===== src/rtl/uart_tx_gen_if.sv =====
// uart_tx_gen_if: valid/ready streaming handshake between a data source and
// the uart_tx_gen transmitter. The source drives master, the transmitter
// takes the slave side.
interface uart_tx_gen_if #(
  parameter int MAX_DW = 8
) ();
  logic              in_valid;
  logic [MAX_DW-1:0] in_data;
  logic              in_ready;

  modport master (output in_valid, output in_data, input  in_ready);
  modport slave  (input  in_valid, input  in_data, output in_ready);
endinterface


===== src/rtl/uart_tx_gen.sv =====
// uart_tx_gen: parametrised UART transmitter.
// Oversampling ratio and maximum data width are parameters. Frame format
// (data length, parity, stop length) is sampled from the inputs when a word
// is accepted and held for the whole frame. Bit timing comes from the shared
// baud_pulse tick. The serial pin is registered one clk behind the FSM.
// Optional build macro UART_TX_CTS_EN adds a cts_n flow-control input that
// gates acceptance of new words.
module uart_tx_gen #(
  parameter int  OVERSAMPLE = 16,
  parameter int  MAX_DW     = 8,
  localparam int CNT_W      = $clog2(2*OVERSAMPLE),
  localparam int DL_W       = $clog2(MAX_DW+1)
) (
  input  logic            clk,
  input  logic            rst,
  input  logic            baud_pulse,
  uart_tx_gen_if.slave    in_if,
  input  logic [DL_W-1:0] dlen,
  input  logic            pen,
  input  logic            eps,
  input  logic            sticky_parity,
  input  logic            stb,
  input  logic            set_break,
`ifdef UART_TX_CTS_EN
  input  logic            cts_n,
`endif
  output logic            tx,
  output logic            busy,
  output logic            frame_done
);

  typedef enum logic [2:0] {IDLE, START, DATA, PARITY, STOP} state_e;

  localparam logic [CNT_W-1:0] BIT_RLD  = CNT_W'(OVERSAMPLE-1);
  localparam logic [CNT_W-1:0] STOP15_R = CNT_W'(3*OVERSAMPLE/2-1);
  localparam logic [CNT_W-1:0] STOP2_R  = CNT_W'(2*OVERSAMPLE-1);
  localparam logic [DL_W-1:0]  DL_MIN   = DL_W'(5);
  localparam logic [DL_W-1:0]  DL_MAX   = DL_W'(MAX_DW);

  state_e            state_q;
  logic [CNT_W-1:0]  timer_q;
  logic [MAX_DW-1:0] sh_q;
  logic [DL_W-1:0]   bitcnt_q;
  logic [DL_W-1:0]   dlen_q;
  logic              pen_q;
  logic              stb_q;
  logic              par_q;
  logic              tx_data_q;
  logic              tx_q;
  logic              busy_q;
  logic              done_q;

  logic [DL_W-1:0]   dlen_d;
  logic [MAX_DW-1:0] data_m;
  logic              par_d;
  logic [CNT_W-1:0]  stop_rld;
  logic              cts_ok;
  logic              xfer;

`ifdef UART_TX_CTS_EN
  logic [1:0] cts_sync_q;

  // Two-flop synchroniser on cts_n; resets high so nothing is accepted until
  // the pin has been seen low for two clks.
  always_ff @(posedge clk or posedge rst) begin
    if (rst) cts_sync_q <= 2'b11;
    else     cts_sync_q <= {cts_sync_q[0], cts_n};
  end

  assign cts_ok = ~cts_sync_q[1];
`else
  assign cts_ok = 1'b1;
`endif

  // Ready is purely a function of state so a source sees it during reset too.
  assign in_if.in_ready = (state_q == IDLE) && cts_ok;
  assign xfer           = in_if.in_valid && in_if.in_ready;

  // Clamp the requested length and compute parity over the bits that will
  // actually be sent, so the frame format is fully decided at accept time.
  always_comb begin
    dlen_d = dlen;
    if (dlen < DL_MIN)      dlen_d = DL_MIN;
    else if (dlen > DL_MAX) dlen_d = DL_MAX;
    data_m = '0;
    for (int i = 0; i < MAX_DW; i++)
      data_m[i] = in_if.in_data[i] & (i < int'(dlen_d));
    if (sticky_parity) par_d = ~eps;
    else               par_d = eps ? (^data_m) : ~(^data_m);
  end

  // Stop-bit length: 1, 1.5 (only for 5-bit frames) or 2 bit times.
  always_comb begin
    stop_rld = BIT_RLD;
    if (stb_q) stop_rld = (dlen_q == DL_MIN) ? STOP15_R : STOP2_R;
  end

  // Frame sequencer: accept a word in IDLE, then walk start/data/parity/stop
  // one bit per OVERSAMPLE baud pulses; the pin follows tx_data one clk later.
  always_ff @(posedge clk or posedge rst) begin
    if (rst) begin
      state_q   <= IDLE;
      timer_q   <= BIT_RLD;
      sh_q      <= '0;
      bitcnt_q  <= '0;
      dlen_q    <= DL_MIN;
      pen_q     <= 1'b0;
      stb_q     <= 1'b0;
      par_q     <= 1'b0;
      tx_data_q <= 1'b1;
      tx_q      <= 1'b1;
      busy_q    <= 1'b0;
      done_q    <= 1'b0;
    end else begin
      done_q <= 1'b0;
      tx_q   <= tx_data_q & ~set_break;
      if (state_q == IDLE) begin
        // Timer is held at reload, so a pulse coinciding with accept is ignored.
        timer_q <= BIT_RLD;
        if (xfer) begin
          sh_q      <= in_if.in_data;
          dlen_q    <= dlen_d;
          pen_q     <= pen;
          stb_q     <= stb;
          par_q     <= par_d;
          tx_data_q <= 1'b0;
          busy_q    <= 1'b1;
          state_q   <= START;
        end
      end else if (baud_pulse) begin
        if (timer_q != '0) begin
          timer_q <= timer_q - 1'b1;
        end else begin
          timer_q <= BIT_RLD;
          case (state_q)
            START: begin
              tx_data_q <= sh_q[0];
              sh_q      <= sh_q >> 1;
              bitcnt_q  <= dlen_q - DL_W'(1);
              state_q   <= DATA;
            end
            DATA: begin
              if (bitcnt_q != '0) begin
                tx_data_q <= sh_q[0];
                sh_q      <= sh_q >> 1;
                bitcnt_q  <= bitcnt_q - DL_W'(1);
              end else if (pen_q) begin
                tx_data_q <= par_q;
                state_q   <= PARITY;
              end else begin
                tx_data_q <= 1'b1;
                timer_q   <= stop_rld;
                state_q   <= STOP;
              end
            end
            PARITY: begin
              tx_data_q <= 1'b1;
              timer_q   <= stop_rld;
              state_q   <= STOP;
            end
            STOP: begin
              done_q  <= 1'b1;
              busy_q  <= 1'b0;
              state_q <= IDLE;
            end
            default: state_q <= IDLE;
          endcase
        end
      end
    end
  end

  assign tx         = tx_q;
  assign busy       = busy_q;
  assign frame_done = done_q;

endmodule

===== src/flat_wrapper.sv =====
// flat-port wrapper written by rule: the top's interface ports become plain ports
module uart_tx_gen_flat 
#(
  parameter int  OVERSAMPLE = 16,
  parameter int  MAX_DW     = 8,
  localparam int CNT_W      = $clog2(2*OVERSAMPLE),
  localparam int DL_W       = $clog2(MAX_DW+1)
)
  (clk, rst, baud_pulse, dlen, pen, eps, sticky_parity, stb, set_break, tx, busy, frame_done, in_if_in_valid, in_if_in_data, in_if_in_ready);
  uart_tx_gen_if #(.MAX_DW(MAX_DW)) in_if_i ();
  input  logic clk;
  input  logic rst;
  input  logic baud_pulse;
  input  logic [DL_W-1:0] dlen;
  input  logic pen;
  input  logic eps;
  input  logic sticky_parity;
  input  logic stb;
  input  logic set_break;
  output logic tx;
  output logic busy;
  output logic frame_done;
  input wire logic [$bits(in_if_i.in_valid)-1:0] in_if_in_valid;
  input wire logic [$bits(in_if_i.in_data)-1:0] in_if_in_data;
  output wire logic [$bits(in_if_i.in_ready)-1:0] in_if_in_ready;
  assign in_if_i.in_valid = in_if_in_valid;
  assign in_if_i.in_data = in_if_in_data;
  assign in_if_in_ready = in_if_i.in_ready;
  uart_tx_gen #(.OVERSAMPLE(OVERSAMPLE), .MAX_DW(MAX_DW)) u_core (.clk(clk), .rst(rst), .baud_pulse(baud_pulse), .in_if(in_if_i), .dlen(dlen), .pen(pen), .eps(eps), .sticky_parity(sticky_parity), .stb(stb), .set_break(set_break), .tx(tx), .busy(busy), .frame_done(frame_done));
endmodule

===== config.mk =====
export PLATFORM = sky130hd
export DESIGN_NAME = uart_tx_gen_flat
export DESIGN_NICKNAME = d
export VERILOG_FILES = /design/src/rtl/uart_tx_gen_if.sv /design/src/rtl/uart_tx_gen.sv /design/src/flat_wrapper.sv
export SDC_FILE = /design/constraint.sdc
export NUM_CORES = 1
export LEC_CHECK = 0
export ABC_AREA = 1
export CAP_MARGIN = 20
export CORE_MARGIN = 2
export CORE_UTILIZATION = 42
export DETAILED_ROUTE_END_ITERATION = 10
export GPL_ROUTABILITY_DRIVEN = 0
export PLACE_DENSITY = 0.69
export SETUP_SLACK_MARGIN = 0.1
export SYNTH_ARGS = -nofsm -noshare
export SYNTH_HDL_FRONTEND = slang
export SYNTH_SLANG_ARGS = --single-unit
export TNS_END_PERCENT = 20

===== constraint.sdc =====
create_clock -name clk -period 2.4 [get_ports clk]
set_input_delay 0.36 -clock clk [delete_from_list [all_inputs] [get_ports clk]]
set_output_delay 0.36 -clock clk [all_outputs]
set_load 0.03 [all_outputs]

# --- After elaboration in Yosys (flattened, before gate mapping) ---
# Index checks and enable logic that the tools add are counted.
word_totals:
  reg_bits: 31
  in_bits: 21
  elab_cells: 108
  ramBits: 0
  mem_count: 0
  romBits: 0
  latch_bits: 0
op_classes:
  shift: 0
  muxes: 43
  n_reduce_logical: 16
  n_lt_le_gt_ge: 10
  n_eq_ne: 10
  bitwise_logic: 14
  multipliers: 0
  add_sub_neg: 3
  div: 0
ops:
  columns: ["op", "n"]
  rows:
  - ["2-to-1 mux 8 bit", 5]
  - ["2-to-1 mux 5 bit", 6]
  - ["2-to-1 mux 3 bit", 6]
  - ["2-to-1 mux 1 bit", 17]
  - ["less-than comparator 3 x 4 -> 1 bit, first input constant", 4]
  - ["2-to-1 mux 4 bit", 4]
  - ["one-hot mux 8 bit (2 select lines)", 1]
  - ["AND reduction 4 bit", 3]
  - ["one-hot mux 5 bit (2 select lines)", 1]
  - ["AND reduction 5 bit", 2]
  - ["bitwise AND 1 bit", 9]
  - ["one-hot mux 3 bit (3 select lines)", 1]
  - ["less-than comparator 1 x 4 -> 1 bit, first input constant", 2]
  - ["less-than comparator 2 x 4 -> 1 bit, first input constant", 2]
  - ["one-hot mux 4 bit (2 select lines)", 1]
  - ["nonzero test 4 bit", 2]
  - ["parity 8 bit", 1]
  - ["subtractor 4 x 1 -> 4 bit, second input constant", 2]
  - ["== test 3 x 2 -> 1 bit, second input constant", 2]
  - ["nonzero test 2 bit", 3]
  - ["inverter 1 bit", 5]
  - ["nonzero test 5 bit", 1]
  - ["subtractor 5 x 1 -> 5 bit, second input constant", 1]
  - ["== test 4 x 3 -> 1 bit, second input constant", 1]
  - ["13 further kinds", 14]

# --- Logic depth before layout (Yosys ltp) ---
depth:
  depth_word: 9
  mapped_depth: 11

# --- Worst setup path after synthesis ---
# OpenSTA, ideal clock, no wires.
synth_timing:
  path_type: "reg-to-reg"
  startpoint: "reg u_core.state_q[0]"
  endpoint: "reg u_core.sh_q[0]"
  setup_slack_ps: 722
  synth_period_minus_slack_ps: 1678
  required_ps: 2269
  arrival_time_ps: 1547
  path_stages_with_launch: 9
  cell_sequence: "dfrtp_1 -> clkinv_2 -> nand2_1 -> nor2_2 -> buf_4 -> clkbuf_1 -> nand2_1 -> o211ai_1 -> o21ai_0"
synth_via:
  word_cells_on_any_way: 14
  classes_between: "eq/ne (5); mux (4); reduce/logical (5)"
synth_rtl:
  columns: ["element", "line", "rtl"]
  rows:
  - ["start: declaration", "uart_tx_gen.sv:40", "state_e state_q;"]
  - ["start signal: assignment", "uart_tx_gen.sv:102", "state_q <= IDLE;"]
  - ["start signal: assignment", "uart_tx_gen.sv:128", "state_q <= START;"]
  - ["start signal: assignment", "uart_tx_gen.sv:140", "state_q <= DATA;"]
  - ["zero test 3 bit (*)", "uart_tx_gen.sv:76", "assign in_if.in_ready = (state_q == IDLE) && cts_ok;"]
  - ["named net in_if_in_ready", "flat_wrapper.sv:25", "output wire logic [$bits(in_if_i.in_ready)-1:0] in_if_in_ready;"]
  - ["logical AND 1 bit", "uart_tx_gen.sv:77", "assign xfer = in_if.in_valid && in_if.in_ready;"]
  - ["inequality test 2 bit (no source line)", null, null]
  - ["AND reduction 5 bit (no source line)", null, null]
  - ["end signal: assignment", "uart_tx_gen.sv:121", "sh_q <= in_if.in_data;"]
  - ["end signal: assignment", "uart_tx_gen.sv:138", "sh_q <= sh_q >> 1;"]
  - ["end signal: assignment", "uart_tx_gen.sv:145", "sh_q <= sh_q >> 1;"]
  - ["end: declaration", "uart_tx_gen.sv:42", "logic [MAX_DW-1:0] sh_q;"]
# The timed path passes the listed nets; every way through them passes the cells marked *. The select of a mux whose other input is x is not followed.
# A chain may end at the register's enable or synchronous reset.

# --- Worst setup path in the final report ---
layout_timing:
  startpoint: "reg u_core.state_q[0]"
  endpoint: "out in_if_in_ready"
layout_via:
  elab_chain_len: 1
layout_rtl:
  columns: ["element", "line"]
  rows:
  - ["zero test 3 bit", "uart_tx_gen.sv:76"]
  - ["end: declaration", "flat_wrapper.sv:25"]
# No other way between the ends.

==> key figures <==
Final layout
  – Most frequent cells in the layout: nand2_1 (61), inv_1 (35), nor2_1 (25)
  – ANT cells: 0
  – Synth-to-layout area growth: 21.1%
  – Layout cell share with drive strength beyond 1: 10.6%
  – Most common cell after layout, fill and taps aside: nand2_1
  – Net count, final: roughly 300
  – Cell Count, Final, Fillers Out: ~320

Pwr
  – Combinational share of power: 42.4%
  – Power per Cell Area: 985 nW/um2
  – Switch share: 40.2%
  – Clock share of power: 18.2%
  – Tot Pwr: 2.14 mW
  – P_int: 1.28 mW
  – Peak supply drop: 0.478 mV
  – Register share of total power: roughly two fifths
  – Pleak: about 1.1 nW
  – Sw power: 0.862 mW

Synthesis
  – Post-synthesis cell count: 243
  – Yosys synthesis warning count: 0
  – Yosys cell types: 34
  – FF+latch count, synth: 31
  – Synthesized cell area: roughly 1800 um2
  – Post-Syn Nets: between 200 and 300
  – Syn avg cell area: 7.39 um2
  – Seq/Total Area, Yosys: 43.8%

STA
  – Final Hold Viols: 0
  – Final slew viol count: 0
  – Slew HR: between 60 and 70%
  – RSZ-0062 raised after global routing: false
  – Fin crit share: 78.4%
  – Slew @ Worst Pin: 0.465 ns
  – Skew final: 0.00766 ns
  – Setup TNS: 0 ns
  – Minimum clock period: between 1.5 and 2 ns
  – Fmax: 0.532 GHz
  – Final setup vio count: 0

Clocking
  – CTS clock-pin slew for the worst setup and hold paths: about 0.070 ns
  – Htree depth: 2
  – Post-CTS setup buffer count: 0
  – CTS Buffer Depth: 2
  – Num Clock Sinks: 31
  – Hold-fix buffers, CTS: 0
  – Root Driver: clkbuf_8
  – CTS tree: done
  – Num CTS Buffers: 5
  – Worst-Skew Late Latency: 0.28 ns

Global route
  – Pin count of the biggest net entering global routing: 32
  – Total track usage: 16.9%
  – Initial antenna violation count: 0
  – First-pass GRT wire length: 6580 um
  – Overflow after GRT: 0
  – Vias in the first global route: 1502

Drt
  – Initial DRC count: 123
  – DR DRC count: 0
  – Final wirelength: 3730 um
  – Number of antenna-violating nets in the routed design: 0
  – Routed WL per cell: 11.5 um
  – Vias per cell: 4.98
  – Vias: ~1600
  – Drt first pass iters: 7

Setup path
  – Critical Path End Type: output pin
  – Flop2flop setup slack: 0.54 ns
  – Worst Setup EP: in_if_in_ready
  – Crit start category: flop
  – Crit path max fanout: 8
  – Critical R2R Launch: u_core.timer_q[0]$_DFFE_PP1P_
  – R2R Path End: u_core.sh_q[0]$_DFFE_PP0P_
  – Crit path kind: flop to output pin
  – Reg2reg path depth: 11
  – CP arrival: 1.52 ns
  – Worst Setup SP: u_core.state_q[0]$_DFFE_PP0P_
  – CP required: slightly above 2 ns

Floorplanning
  – DIE WIDTH: between 60 and 70 um
  – Die area: 4810 um2
  – Row count: 23
  – Die height: 69.4 um
  – Starting density of the core: 44.2%
  – Core ar.: 4060 um2
  – # IOs: 25

Placement
  – Cells after DPL: 316
  – Port bufs: 24
  – Detail Placement HPWL: 2860 um

Job
  – Max Cap Viol: 0

Min path
  – HP Class: input port to asynchronous set/reset pin

Status
  – Outcome: completed
-- stage by stage --
| stage | utilization [%] | instance area [um2] | hold WS, ns | worst slack (ns) |
|---|---|---|---|---|
| 6_report | 53.6 | 2170 | 0.448 | 0.519 |
| 5_1_grt | 53.6 | 2170 | 0.489 | 0.331 |
| 4_1_cts | 53.5 | 2170 | 0.465 | 0.122 |
| 3_5_place_dp | 51.5 | 2090 | 0.456 | 0.416 |
| 3_3_place_gp | 51.5 | 2090 | 0.450 | 0.434 |
| 2_1_floorplan | - | 1800 | 0.392 | 0.722 |
-- cell type report --
class / count / area, um2
fillers: 387 / 1880
repair buffers: 27 / 265
clock inverters: 1 / 5.00
well taps: 50 / 62.6
clock buffers: 7 / 76.3
inverters: 38 / 144
multi-input cells: 170 / 836
flip-flops and latches: 31 / 786
-- timing repair --
item | 4_1_cts | 5_1_grt
setup endpoints to repair | 0 | 1
hold endpoints to repair | 0 | 0
gates resized for setup | 0 | 1
-- worst min path at each step --
| stage | start | to | depth (start not counted) |
|---|---|---|---|
| global route | u_core.tx_data_q$_DFFE_PP1P_ | u_core.tx$_DFF_PP1_ | 2 |
| detailed placement | u_core.tx_data_q$_DFFE_PP1P_ | u_core.tx$_DFF_PP1_ | 2 |
| floorplan | set_break | u_core.tx$_DFF_PP1_ | 1 |
| global placement | u_core.tx_data_q$_DFFE_PP1P_ | u_core.tx$_DFF_PP1_ | 2 |
| finish | rst | u_core.sh_q[3]$_DFFE_PP0P_ | 3 |
| CTS | rst | u_core.sh_q[3]$_DFFE_PP0P_ | 3 |
-- synthesized netlist by cell type --
| master | instances | area share, % |
|---|---|---|
| buf_6 | 1 | 0.63 |
| xnor2_1 | 1 | 0.49 |
| ha_1 | 2 | 1.4 |
| o22ai_1 | 1 | 0.35 |
| inv_2 | 2 | 0.42 |
| o21ai_0 | 22 | 6.1 |
| clkinv_2 | 1 | 0.28 |
| nand2_4 | 1 | 0.63 |
| o211ai_1 | 4 | 1.7 |
| nand4_1 | 1 | 0.35 |
| a22oi_1 | 1 | 0.42 |
| nor3_4 | 1 | 0.91 |
| buf_4 | 2 | 0.84 |
| nor3_1 | 1 | 0.28 |
| inv_1 | 35 | 7.3 |
| nand2_1 | 61 | 13 |
| nor2_1 | 25 | 5.2 |
| a41oi_1 | 1 | 0.49 |
| or2_0 | 1 | 0.35 |
| clkbuf_1 | 1 | 0.21 |
| a21oi_2 | 1 | 0.49 |
| dfrtp_1 | 23 | 32 |
| xor2_1 | 1 | 0.49 |
| o21bai_1 | 1 | 0.42 |
| nor2_2 | 4 | 1.4 |
| o21ai_1 | 3 | 0.84 |
| nor4_1 | 2 | 0.70 |
| mux2i_1 | 1 | 0.56 |
| o31ai_1 | 2 | 0.84 |
| o21ai_2 | 1 | 0.49 |
| nand3_1 | 20 | 5.6 |
| dfstp_2 | 8 | 12 |
| nand3_2 | 1 | 0.56 |
| a21oi_1 | 10 | 2.8 |
-- cell families (layout without fill, tap and decap cells) --
group | after synthesis | count (layout) | share of synthesized area, %
AOI/OAI and AO/OA | 47 | 47 | 14.9
xor gates and xnor gates | 2 | 2 | 0.976
adders and majority gates | 2 | 2 | 1.39
buffers and inverters | 42 | 73 | 9.69
DFF | 31 | 31 | 43.8
muxes | 1 | 1 | 0.558
and+or+nand+nor | 118 | 118 | 28.7
-- power by group through the flow --
stage / Clock, mW / Combinational, mW / Sequential (mW)
2_1_floorplan: 0 / 0.666 / 0.861
3_3_place_gp: 0 / 0.890 / 0.848
3_5_place_dp: 0 / 0.907 / 0.852
4_1_cts: 0.402 / 0.915 / 0.845
5_1_grt: 0.427 / 1.03 / 0.866
6_report: 0.390 / 0.907 / 0.845
-- sequential cells by signal, summed over array words and instances, names as in the netlist --
signal and flops:
u_core.tx_data_q 1, u_core.par_q 1, u_core.state_q 3, u_core.bitcnt_q 4
u_core.dlen_q 4, u_core.sh_q 8, u_core.frame_done 1, u_core.busy 1
u_core.tx 1, u_core.timer_q 5, u_core.stb_q 1, u_core.pen_q 1
-- per-layer routing --
layer	track usage, %	vias to the layer above	share of wire [%]
met4	5.88	0	1.3
met1	21.2	723	46
li1	-	847	-
met2	28.4	39	48
met5	0	-	0
met3	3.92	5	3.9
-- critical path, stage by stage, from the launching register on --
cell,delay [ns]
dfrtp_1,0.40
clkinv_2,0.10
nand2_1,0.08
nor2_2,0.31
dlymetal6s2s_1,0.35
No activity file was read; power rests on OpenSTA's default activity.
